$ cat config.mk
export PLATFORM = sky130hd
export DESIGN_NAME = frec_sel_ctrl
export DESIGN_NICKNAME = d
export VERILOG_FILES = /design/src/rtl/frec_sel_ctrl.sv
export SDC_FILE = /design/constraint.sdc
export NUM_CORES = 1
export LEC_CHECK = 0
export CELL_PAD_IN_SITES_DETAIL_PLACEMENT = 0
export CELL_PAD_IN_SITES_GLOBAL_PLACEMENT = 1
export CORE_UTILIZATION = 33
export CTS_CLUSTER_DIAMETER = 60
export DETAILED_ROUTE_END_ITERATION = 8
export DONT_BUFFER_PORTS = 1
export HOLD_SLACK_MARGIN = 0.05
export PLACE_DENSITY_LB_ADDON = 0.1
export SYNTH_ARGS = -nofsm -noshare
export SYNTH_HDL_FRONTEND = slang
export SYNTH_SLANG_ARGS = --single-unit
$ cat constraint.sdc
create_clock -name CLK -period 1.6 [get_ports CLK]
set_clock_uncertainty 0.05 [all_clocks]
set_input_delay 0 -clock CLK [delete_from_list [all_inputs] [get_ports CLK]]
set_output_delay 0 -clock CLK [all_outputs]
set_load 0.05 [all_outputs]
$ cat src/rtl/frec_sel_ctrl.sv
// DPWM frequency-select sequencer: synchronises and debounces the up/down buttons,
// tracks a pending target index and commits it only on a PWM period boundary.
module frec_sel_ctrl #(
  parameter int         DB_CYCLES  = 4,
  parameter bit         WRAP       = 1'b0,
  parameter logic [2:0] FREQ_MIN   = 3'd0,
  parameter logic [2:0] FREQ_MAX   = 3'd7,
  parameter logic [2:0] RESET_FREQ = 3'd0
) (
  input  logic       CLK,
  input  logic       RST,
  input  logic       boton_aumento,
  input  logic       boton_disminuye,
  input  logic       enable,
  input  logic       pwm_period_end,
  output logic [2:0] numero_frec,
  output logic [2:0] frec_target,
  output logic       busy,
  output logic       frec_changed
);

  localparam logic       IDLE    = 1'b0;
  localparam logic       ARMED   = 1'b1;
  localparam logic [15:0] DB_LAST = 16'(DB_CYCLES - 1);

  logic [1:0]       btn_raw;
  logic [1:0]       sync1_q, sync2_q;
  logic [1:0]       db_q, db_d, db_dly_q, press_q;
  logic [1:0][15:0] cnt_q, cnt_d;

  logic [2:0] tgt_q, tgt_d, num_q, num_d;
  logic [2:0] up_nxt, dn_nxt;
  logic       state_q, state_d;
  logic       chg_q, chg_d;

  // Lane 0 is the up button, lane 1 the down button.
  assign btn_raw = {boton_disminuye, boton_aumento};

  always_comb begin
    db_d  = db_q;
    cnt_d = cnt_q;
    for (int i = 0; i < 2; i++) begin
      if (sync2_q[i] != db_q[i]) begin
        if (cnt_q[i] == DB_LAST) begin
          db_d[i]  = ~db_q[i];
          cnt_d[i] = '0;
        end else begin
          cnt_d[i] = cnt_q[i] + 16'd1;
        end
      end else begin
        cnt_d[i] = '0;
      end
    end
  end

  always_ff @(posedge CLK) begin
    if (RST) begin
      sync1_q  <= '0;
      sync2_q  <= '0;
      db_q     <= '0;
      cnt_q    <= '0;
      db_dly_q <= '0;
      press_q  <= '0;
    end else begin
      sync1_q  <= btn_raw;
      sync2_q  <= sync1_q;
      db_q     <= db_d;
      cnt_q    <= cnt_d;
      db_dly_q <= db_q;
      press_q  <= db_q & ~db_dly_q;
    end
  end

  assign up_nxt = (tgt_q == FREQ_MAX) ? (WRAP ? FREQ_MIN : tgt_q) : tgt_q + 3'd1;
  assign dn_nxt = (tgt_q == FREQ_MIN) ? (WRAP ? FREQ_MAX : tgt_q) : tgt_q - 3'd1;

  // A press in the commit cycle steps from the pre-edge target, so the FSM
  // can land straight back in ARMED against the freshly committed value.
  always_comb begin
    tgt_d = tgt_q;
    num_d = num_q;
    chg_d = 1'b0;
    if (!enable) begin
      tgt_d = num_q;
    end else begin
      if (press_q == 2'b01) begin
        tgt_d = up_nxt;
      end else if (press_q == 2'b10) begin
        tgt_d = dn_nxt;
      end
      if (state_q == ARMED && pwm_period_end) begin
        num_d = tgt_q;
        chg_d = 1'b1;
      end
    end
    state_d = (tgt_d != num_d) ? ARMED : IDLE;
  end

  always_ff @(posedge CLK) begin
    if (RST) begin
      tgt_q   <= RESET_FREQ;
      num_q   <= RESET_FREQ;
      state_q <= IDLE;
      chg_q   <= 1'b0;
    end else begin
      tgt_q   <= tgt_d;
      num_q   <= num_d;
      state_q <= state_d;
      chg_q   <= chg_d;
    end
  end

  assign numero_frec  = num_q;
  assign frec_target  = tgt_q;
  assign busy         = (state_q == ARMED);
  assign frec_changed = chg_q;

endmodule

==> run metrics, run 1 <==
final period utilization 100%; core area 6350 sq um; initial DRC count 57; DP Cell Count 329; vias after detailed routing 1618; RR Endpoint busy; Non-Filler Instances 342; Final Cell Area 2660 sq um; worst path cell trace inv_4 > ha_4 > nand2_2 > mux2_4 > or3_1 > a21oi_1 > o22ai_1; TritonCTS Sinks 50; TritonRoute pass-1 iters 4; CP delay by family, top flip-flops; Final Max Slew Viols 0; Worst Hold Depth 4; R2R cell count 7; Async SR Flop Fraction 0%; PortBufs 0; DP Wirelength 3.08 mm; pre-CTS setup slack -0.0244 ns; Tmin final 1.60 ns; Die X 83.2 microns; Mapped Area 2170 sq um; global-route usage over all layers 13.2%; final hold violations 0; initial antenna violation count 0; final setup violation count 1; drt wl/cell 12.3 microns; die area 6910 sq um; share of layout cells above drive strength 1 20.8%; status complete, but fails checks; Worst Hold End busy; flop-to-flop setup slack -0.004 ns; Fin Hold WS 0.0794 ns; Die Ht 83.2 microns; violated checks negative setup slack; total CTS buffers 5; via/cell ratio 4.73; Leak Pwr 1.03 nW; Startpoint Class register; maximum number of pins on one net before global-route repair 18; Layout area overhead 22.3%; Crit Path Max Fanout 3; Synth cell types 37; grt total ovfl 0; gp weighted congestion 0.748; Post-synth EDFFs 0; I/O pin count 14; Worst EP required 1.73 ns; Critical Path AT 1.74 ns; clock buffer depth 2; CTS root buf clkbuf_8; CTS tree built; crit path buf inv count 1; CP Capture Type register; unrepaired setup endpoints after global routing true; WS Path Type reg -> reg; gate count of the mapped netlist 233; Max Fclk 624 MHz; R2R Path Start frec_target[0]; CTS HTree Levels 2; synth warn 0; Peak VDD IR 466 uV; Synth Flop Type dfxtp_1; critical path's slowest cell dfxtp_4; Worst-path clk slew 0.09 ns; number of remaining DRC errors 0; worst setup margin -0.00374 ns; first-pass GRT wire length 7.42 mm; Starting Density 34.2%; clk_lat worst skew 0.29 ns; antenna viol nets, final 0; worst hold start pwm_period_end; pwr dens 782 nW/um^2; peak per-stage delay on the critical path 0.38 ns; Final Util 41.9%; Max-Cap Viols 0; worst hold path class in -> reg; Post-Syn Nets 244; sequential share of the synthesized area 46.1%; number of cell rows 29; slew of the pin with the lowest slew margin 0.634 ns; Mapped Avg Cell Area 9.33 sq um; placed cell area 2460 sq um; final wirelength 4.22 mm; Slew Limit Headroom 57.6%; Synth Register Bits 50; vias in the first global route 1551; n_diodes 0; Final nets 276
synthesized netlist by cell type, types with 2 or more instances:
master / number / area, sq um
nor2_1: 39 / 146
and3_1: 3 / 18.8
a211oi_1: 2 / 15.0
nand3_1: 5 / 25.0
dfxtp_1: 50 / 1000
and2_1: 2 / 12.5
xnor2_1: 11 / 96.3
o21ai_0: 5 / 25.0
clkbuf_1: 2 / 7.51
a21o_1: 2 / 15.0
nor2b_1: 10 / 62.6
and4_1: 3 / 26.3
nor3_1: 3 / 15.0
nor4b_1: 2 / 17.5
or3_1: 5 / 31.3
buf_2: 3 / 15.0
inv_1: 4 / 15.0
and4_4: 2 / 22.5
ha_1: 5 / 62.6
nand2_1: 14 / 52.6
mux2i_1: 8 / 80.1
a21oi_1: 8 / 40.0
nand4_1: 9 / 56.3
nand2b_1: 2 / 12.5
xor2_1: 18 / 158
nor4_1: 5 / 31.3
how the worst max path moves through the flow:
stage                              start    to  cells past startpoint
after CTS                 frec_target[0]  busy                      7
after global routing      frec_target[0]  busy                      7
after global placement    frec_target[0]  busy                      7
final                     frec_target[0]  busy                      7
after detailed placement  frec_target[0]  busy                      7
after floorplan           frec_target[1]  busy                      7
registers in the layout (all words and copies together), names as in the netlist:
signal / count
busy: 1
cnt_q: 32
numero_frec: 3
frec_changed: 1
db_q: 2
frec_target: 3
press_q: 2
db_dly_q: 2
sync1_q: 2
sync2_q: 2
power breakdown:
part           internal, mW  switching [mW]  total (mW)
clock network         0.344           0.380       0.723
logic                0.0405          0.0523      0.0927
registers              1.25          0.0100        1.26
layout make-up:
cell class              instances  area (sq um)
multi-input cells             174          1200
fillers                       639          3690
inverters                       4          20.0
well taps                      77          96.3
repair buffers                 30           238
clock buffers                   7          86.3
flip-flops and latches         50          1010
cell families (layout without fill, tap and decap cells):
kind of cell	Yosys count	after routing	synth area share, %
buffers and inverters	9	41	1.73
adder cells (fa/ha/maj)	5	5	2.88
flip-flops	50	50	46.1
multiplexers	9	9	4.20
AND/OR/NAND/NOR	108	108	26.9
AO/OA/AOI/OAI	23	23	6.51
XOR/XNOR	29	29	11.7
per-stage QoR:
step	TNS (ns)	power, mW
after global routing	-0.0622	2.18
after floorplan	-0.0796	1.35
after global placement	-0.0255	1.36
after CTS	-0.00596	2.13
final	-0.00374	2.08
after detailed placement	-0.0244	1.36
tightest hold or removal path, cell delays in order:
cell and delay [ns]:
a21oi_1 0.10, mux2i_1 0.09, a21oi_1 0.11, o22ai_1 0.08
routing by layer:
layer / share of wire [%] / track usage (%) / vias to the layer above / routed length [microns]
met4: 0.95 / 4.23 / 0 / 40
met5: 0 / 0 / - / 0
met3: 2.3 / 2.68 / 4 / 95
met1: 53 / 18.5 / 740 / 2220
met2: 44 / 20.3 / 10 / 1860
li1: - / - / 864 / -
repair_timing:
item                       in CTS  in global routing
pin swaps                       0                  1
hold buffers                    5                  0
hold endpoints to repair       50                  0
setup buffers                   1                  0
gates resized for setup         3                  9
setup endpoints to repair       1                 19
cells in the final DEF, fill, tap and decap left out, drive strengths merged, types with 2 or more instances in the layout:
cell,count
a21oi,8
or3,5
nor3,3
mux2i,8
xnor2,11
a211oi,2
inv,4
nor4,5
nor2,39
a21o,2
xor2,18
nand2,14
clkbuf,7
and4,5
o21ai,5
nand2b,2
and3,3
and2,4
nand4,10
nand3,6
nor4b,2
ha,5
nor2b,10
dlygate4sd3,5
buf,25
dfxtp,50
(Power assumes the default switching activity.)
==> inputs of run 2 (changes only) <==
Settings changed: SKIP_LAST_GASP from default to 1.
==> run 2 against run 1 <==
Effect of this change: sequential share of layout area rose by 0.097 points; routed wire length fell by 0.17%; critical path type unchanged; the run still ends with negative setup slack left; worst setup slack did not move; die area did not move; total power barely moved; largest power group unchanged; combinational power barely moved.
==> run metrics, run 2 (synthesis results as in run 1) <==
status complete, but fails checks; violated checks negative setup slack; most frequent cells in the layout dfxtp_1 (46), nor2_1 (39), buf_4 (25), xor2_1 (18), nand2_1 (13); Final Util 41.7% (-0.16 points); CP delay by family, top flip-flops; Final Max Slew Viols 0 (unchanged); DP Cell Count 329 (unchanged); Startpoint Class register; flop-to-flop setup slack -0.004 ns (about the same); Max Fclk 624 MHz (unchanged); CTS root buf clkbuf_8; final setup violation count 1 (unchanged); worst path cell trace inv_4 > ha_4 > nand2_2 > mux2_4 > or3_1 > a21oi_1 > o22ai_1; placed cell area 2460 sq um (unchanged); final wirelength 4.22 mm (-0.17%); initial DRC count 54 (-5.3%); first-pass GRT wire length 7.42 mm (unchanged); Worst EP required 1.73 ns (about the same); largest reg by FF count cnt_q; initial antenna violation count 0 (unchanged); pwr dens 785 nW/um^2 (+0.37%); critical path's slowest cell dfxtp_4; Die X 83.2 microns (unchanged); most common cell after layout, fill and taps aside dfxtp_1; slew of the pin with the lowest slew margin 0.634 ns (unchanged); Tmin final 1.60 ns (unchanged); maximum number of pins on one net before global-route repair 18 (unchanged); Final nets 276 (unchanged); CTS tree built; Final Cell Area 2650 sq um (-0.38%); worst hold start pwm_period_end; TritonCTS Sinks 50 (unchanged); R2R Path Start frec_target[0]; n_diodes 0 (unchanged); die area 6910 sq um (unchanged); core area 6350 sq um (unchanged); peak per-stage delay on the critical path 0.38 ns (about the same); grt total ovfl 0 (unchanged); Critical Path AT 1.74 ns (about the same); Die Ht 83.2 microns (unchanged); clk_lat worst skew 0.29 ns (about the same); Leak Pwr 1.03 nW (about the same); unrepaired setup endpoints after global routing true; crit path buf inv count 1 (unchanged); final period utilization 100% (unchanged); worst setup margin -0.00374 ns (unchanged); final hold violations 0 (unchanged); TritonRoute pass-1 iters 4 (unchanged); max FFs per register 32 (unchanged); worst hold path class in -> reg; Worst Hold Depth 4 (unchanged); number of remaining DRC errors 0 (unchanged); antenna viol nets, final 0 (unchanged); Starting Density 34.2% (unchanged); DP Wirelength 3.08 mm (unchanged); Max-Cap Viols 0 (unchanged); clock buffer depth 2 (unchanged); PortBufs 0 (unchanged); RR Endpoint busy; via/cell ratio 4.72 (-0.19%); Peak VDD IR 466 uV (about the same); WS Path Type reg -> reg; number of cell rows 29 (unchanged); R2R cell count 7 (unchanged); vias after detailed routing 1615 (-0.19%); Worst-path clk slew 0.09 ns (about the same); global-route usage over all layers 13.2% (unchanged); vias in the first global route 1551 (unchanged); Non-Filler Instances 342 (unchanged); share of layout cells above drive strength 1 20.4% (-0.38 points); gp weighted congestion 0.748 (unchanged); CP Capture Type register; Crit Path Max Fanout 3 (unchanged); Slew Limit Headroom 57.6% (unchanged); pre-CTS setup slack -0.0244 ns (unchanged); drt wl/cell 12.3 microns (-0.17%); total CTS buffers 5 (unchanged); I/O pin count 14 (unchanged); CTS HTree Levels 2 (unchanged); Layout area overhead 21.8%; Setup TNS Final -0.00374 ns (unchanged); Worst Hold End busy
==> run 2: cell types whose count changed in the layout (fill, tap and decap cells not counted) <==
cell,change
nor4b_2,+1
nor4b_4,-1
dfxtp_2,-1
dfxtp_1,+1
==> run 2: how the worst max path moves through the flow <==
stage                               from   end  cells after the start
after floorplan           frec_target[1]  busy                      7
after global placement    frec_target[0]  busy                      7
after detailed placement  frec_target[0]  busy                      7
after CTS                 frec_target[0]  busy                      7
after global routing      frec_target[0]  busy                      7
final                     frec_target[0]  busy                      7
==> run 2: what timing repair did <==
item | CTS | global route
hold endpoints to repair | 50 | 0
buffers inserted | 1 | 0
pin swaps | 0 | 0
hold buffers | 5 | 0
setup endpoints to repair | 1 | 19
gates resized for setup | 3 | 7
==> run 2: routing by layer <==
metal | track usage, % | vias to the layer above | part of all wire (%)
met5 | 0 | - | 0
met1 | 18.5 | 737 | 52
met2 | 20.3 | 10 | 44
met4 | 4.23 | 0 | 0.95
li1 | - | 864 | -
met3 | 2.68 | 4 | 2.3
==> run 2: per-stage QoR <==
stage | power (mW) | hold slack (ns)
2_1_floorplan | 1.35 | 0.0216
3_3_place_gp | 1.36 | 0.0210
3_5_place_dp | 1.36 | 0.0203
4_1_cts | 2.13 | 0.0642
5_1_grt | 2.18 | 0.0884
6_report | 2.08 | 0.0794
==> run 2: cell type report <==
type,instances,area [sq um]
fillers,640,3700
well taps,77,96.3
inverters,4,20.0
flip-flops and latches,50,1010
clock buffers,7,86.3
repair buffers,30,238
multi-input cells,174,1200
==> run 2: worst register-to-register path, delay by kind of cell, from the launching register on <==
kind	cells	cell delay, ns
compound gates	2	0.21
flops	1	0.38
buf+inv	1	0.05
fa+ha+maj	1	0.15
mux	1	0.31
simple gates	2	0.36
==> run 2: power by group <==
| group | switching [mW] | internal (mW) | leakage [nW] | total (mW) |
|---|---|---|---|---|
| clock | 0.380 | 0.344 | 0.0443 | 0.723 |
| combinational | 0.0523 | 0.0405 | 0.579 | 0.0927 |
| sequential | 0.0100 | 1.25 | 0.406 | 1.26 |
==> inputs of run 3 (changes only) <==
Settings changed: SETUP_SLACK_MARGIN from default to 0.1.
==> run 3 against run 2 <==
Effect of this change: the run still ends with negative setup slack left; register-to-register slack lost 0.04 ns; global-route usage grew 0.42 points; worst hold slack gained 0.015 ns; die area is the same; critical path depth shrank 1; first-iteration DRC count shrank 20%; largest power group unchanged.
==> run metrics, run 3 (synthesis results as in run 1) <==
status complete, but fails checks; violated checks negative setup slack; total CTS buffers 5 (unchanged); Slew Limit Headroom 68.4% (+11 points); Tmin final 1.64 ns (+0.0408 ns); Peak VDD IR 424 uV (-9.2%); PortBufs 0 (unchanged); worst hold path class in -> reg; CTS root buf clkbuf_8; peak per-stage delay on the critical path 0.37 ns (about the same); Worst-path clk slew 0.09 ns (about the same); Reg area 1030 sq um (+2.0%); Crit Path Max Fanout 3 (unchanged); vias in the first global route 1661 (+7.1%); Max-Cap Viols 0 (unchanged); I/O pin count 14 (unchanged); Layout area overhead 31.8%; Final Max Slew Viols 0 (unchanged); pwr dens 782 nW/um^2 (-0.28%); maximum number of pins on one net before global-route repair 16 (-2); number of cell rows 29 (unchanged); share of layout cells above drive strength 1 29.5% (+9.1 points); grt total ovfl 0 (unchanged); die area 6910 sq um (unchanged); antenna viol nets, final 0 (unchanged); CP delay by family, top simple AND/OR/NAND/NOR gates; DP Wirelength 3.16 mm (+2.6%); unrepaired setup endpoints after global routing true; Leak Pwr 1.12 nW (+9.3%); Levels on crit path 6 (-1); TritonCTS Sinks 50 (unchanged); vias after detailed routing 1687 (+4.5%); core area 6350 sq um (unchanged); critical path's slowest cell dfxtp_4; CP Capture Type register; Final nets 285 (+3.3%); number of remaining DRC errors 0 (unchanged); Starting Density 34.2% (unchanged); crit path buf inv count 0 (-1); Critical Path AT 1.79 ns (+0.05 ns); most common cell after layout, fill and taps aside nor2_1; slew of the pin with the lowest slew margin 0.474 ns (-0.160 ns); gp weighted congestion 0.739 (-1.3%); CTS HTree Levels 2 (unchanged); final wirelength 4.51 mm (+6.9%); Critical Path Sink busy; max FFs per register 32 (unchanged); total power 2.24 mW (+7.9%); n_diodes 0 (unchanged); first-pass GRT wire length 7.67 mm (+3.3%); drt wl/cell 12.8 microns (+3.9%); DP Cell Count 331 (+0.61%); worst path cell trace ha_1 > nor2b_1 > o21a_1 > or3_4 > a21oi_2 > o22ai_1; worst setup margin -0.0445 ns (-0.0408 ns); flop-to-flop setup slack -0.04 ns (-0.04 ns); TritonRoute pass-1 iters 4 (unchanged); initial antenna violation count 0 (unchanged); final hold violations 0 (unchanged); initial DRC count 43 (-20%); Die Ht 83.2 microns (unchanged); largest reg by FF count cnt_q; RR Endpoint busy; final period utilization 103% (+2.5 points); Fin Hold WS 0.0944 ns (+0.0150 ns); global-route usage over all layers 13.6% (+0.42 points); FILL cells 630 (-1.6%); most frequent cells in the layout nor2_1 (39), dfxtp_1 (32), buf_4 (26), xor2_1 (18), dfxtp_2 (15); WS Path Type reg -> reg; final setup violation count 1 (unchanged); Max Fclk 608 MHz (-2.5%); R2R Path Start frec_target[0]; clock buffer depth 2 (unchanged); Die X 83.2 microns (unchanged); crit path launch frec_target[0]; R2R cell count 6 (-1); Worst EP required 1.74 ns (about the same); area occupied by multi-input gates 1260 sq um (+5.6%); via/cell ratio 4.79 (+1.5%); Startpoint Class register; CTS tree built; Non-Filler Instances 352 (+2.9%); clk_lat worst skew 0.29 ns (about the same); Final Util 45.1% (+3.4 points)
[run 3: cell types whose count changed in the layout (fill, tap and decap cells not counted), moves of 2 or more]
cell | before | now
dlygate4sd3_1 | 5 | 11
nor4b_4 | 0 | 2
dfxtp_1 | 46 | 32
clkinv_2 | 0 | 2
dfxtp_2 | 2 | 15
buf_12 | 0 | 2
nor4b_2 | 2 | 0
ha_4 | 2 | 4
[run 3: worst min path at each step]
stage	slack, ns	startpoint	cells past startpoint	endpoint
5_1_grt	0.12	pwm_period_end	4	busy
4_1_cts	0.08	pwm_period_end	4	busy
3_3_place_gp	0.02	RST	1	frec_target[2]
3_5_place_dp	0.02	RST	1	frec_target[2]
2_1_floorplan	0.02	RST	1	sync1_q[0]
6_report	0.09	pwm_period_end	4	busy
[run 3: metrics by stage]
stage / TNS [ns] / worst slack (ns) / instance area, sq um
3_5_place_dp: -0.0217 / -0.0217 / 2510
4_1_cts: -0.0513 / -0.0272 / 2740
3_3_place_gp: -0.00397 / -0.00397 / 2510
5_1_grt: -0.155 / -0.0932 / 2870
2_1_floorplan: -0.0796 / -0.0796 / 2220
6_report: -0.0445 / -0.0445 / 2870
[run 3: timing repair]
action,CTS,global route
hold endpoints to repair,50,0
hold buffers,11,0
setup buffers,0,2
resized for setup,2,33
endpoints found under the setup margin,19,38
pin swaps,2,8
[run 3: tightest hold or removal path, stage by stage]
cell     delay [ns]
a21oi_1        0.11
mux2i_1        0.10
a21oi_2        0.11
o22ai_1        0.07
[run 3: area by class of cell]
class | instances | share of cell area [%]
Clock buffer | 5 | 2.40
Multi-Input combinational cell | 174 | 44.1
Sequential cell | 50 | 36.0
Clock inverter | 3 | 1.40
Inverter | 4 | 0.699
Tap cell | 77 | 3.36
Timing Repair Buffer | 39 | 12.1
[run 3: report_power, final]
part           internal, mW  total (mW)  switching, mW  leakage [nW]
registers              1.25        1.26         0.0110         0.414
clock network         0.461       0.874          0.414        0.0579
logic                0.0529       0.107         0.0540         0.653
total                  1.76        2.24          0.479          1.12
[run 3: routing by layer]
layer / track usage, % / routed length (microns)
met1: 19.2 / 2410
met5: 0 / 0
met3: 2.88 / 131
met4: 4.23 / 29
met2: 20.9 / 1930
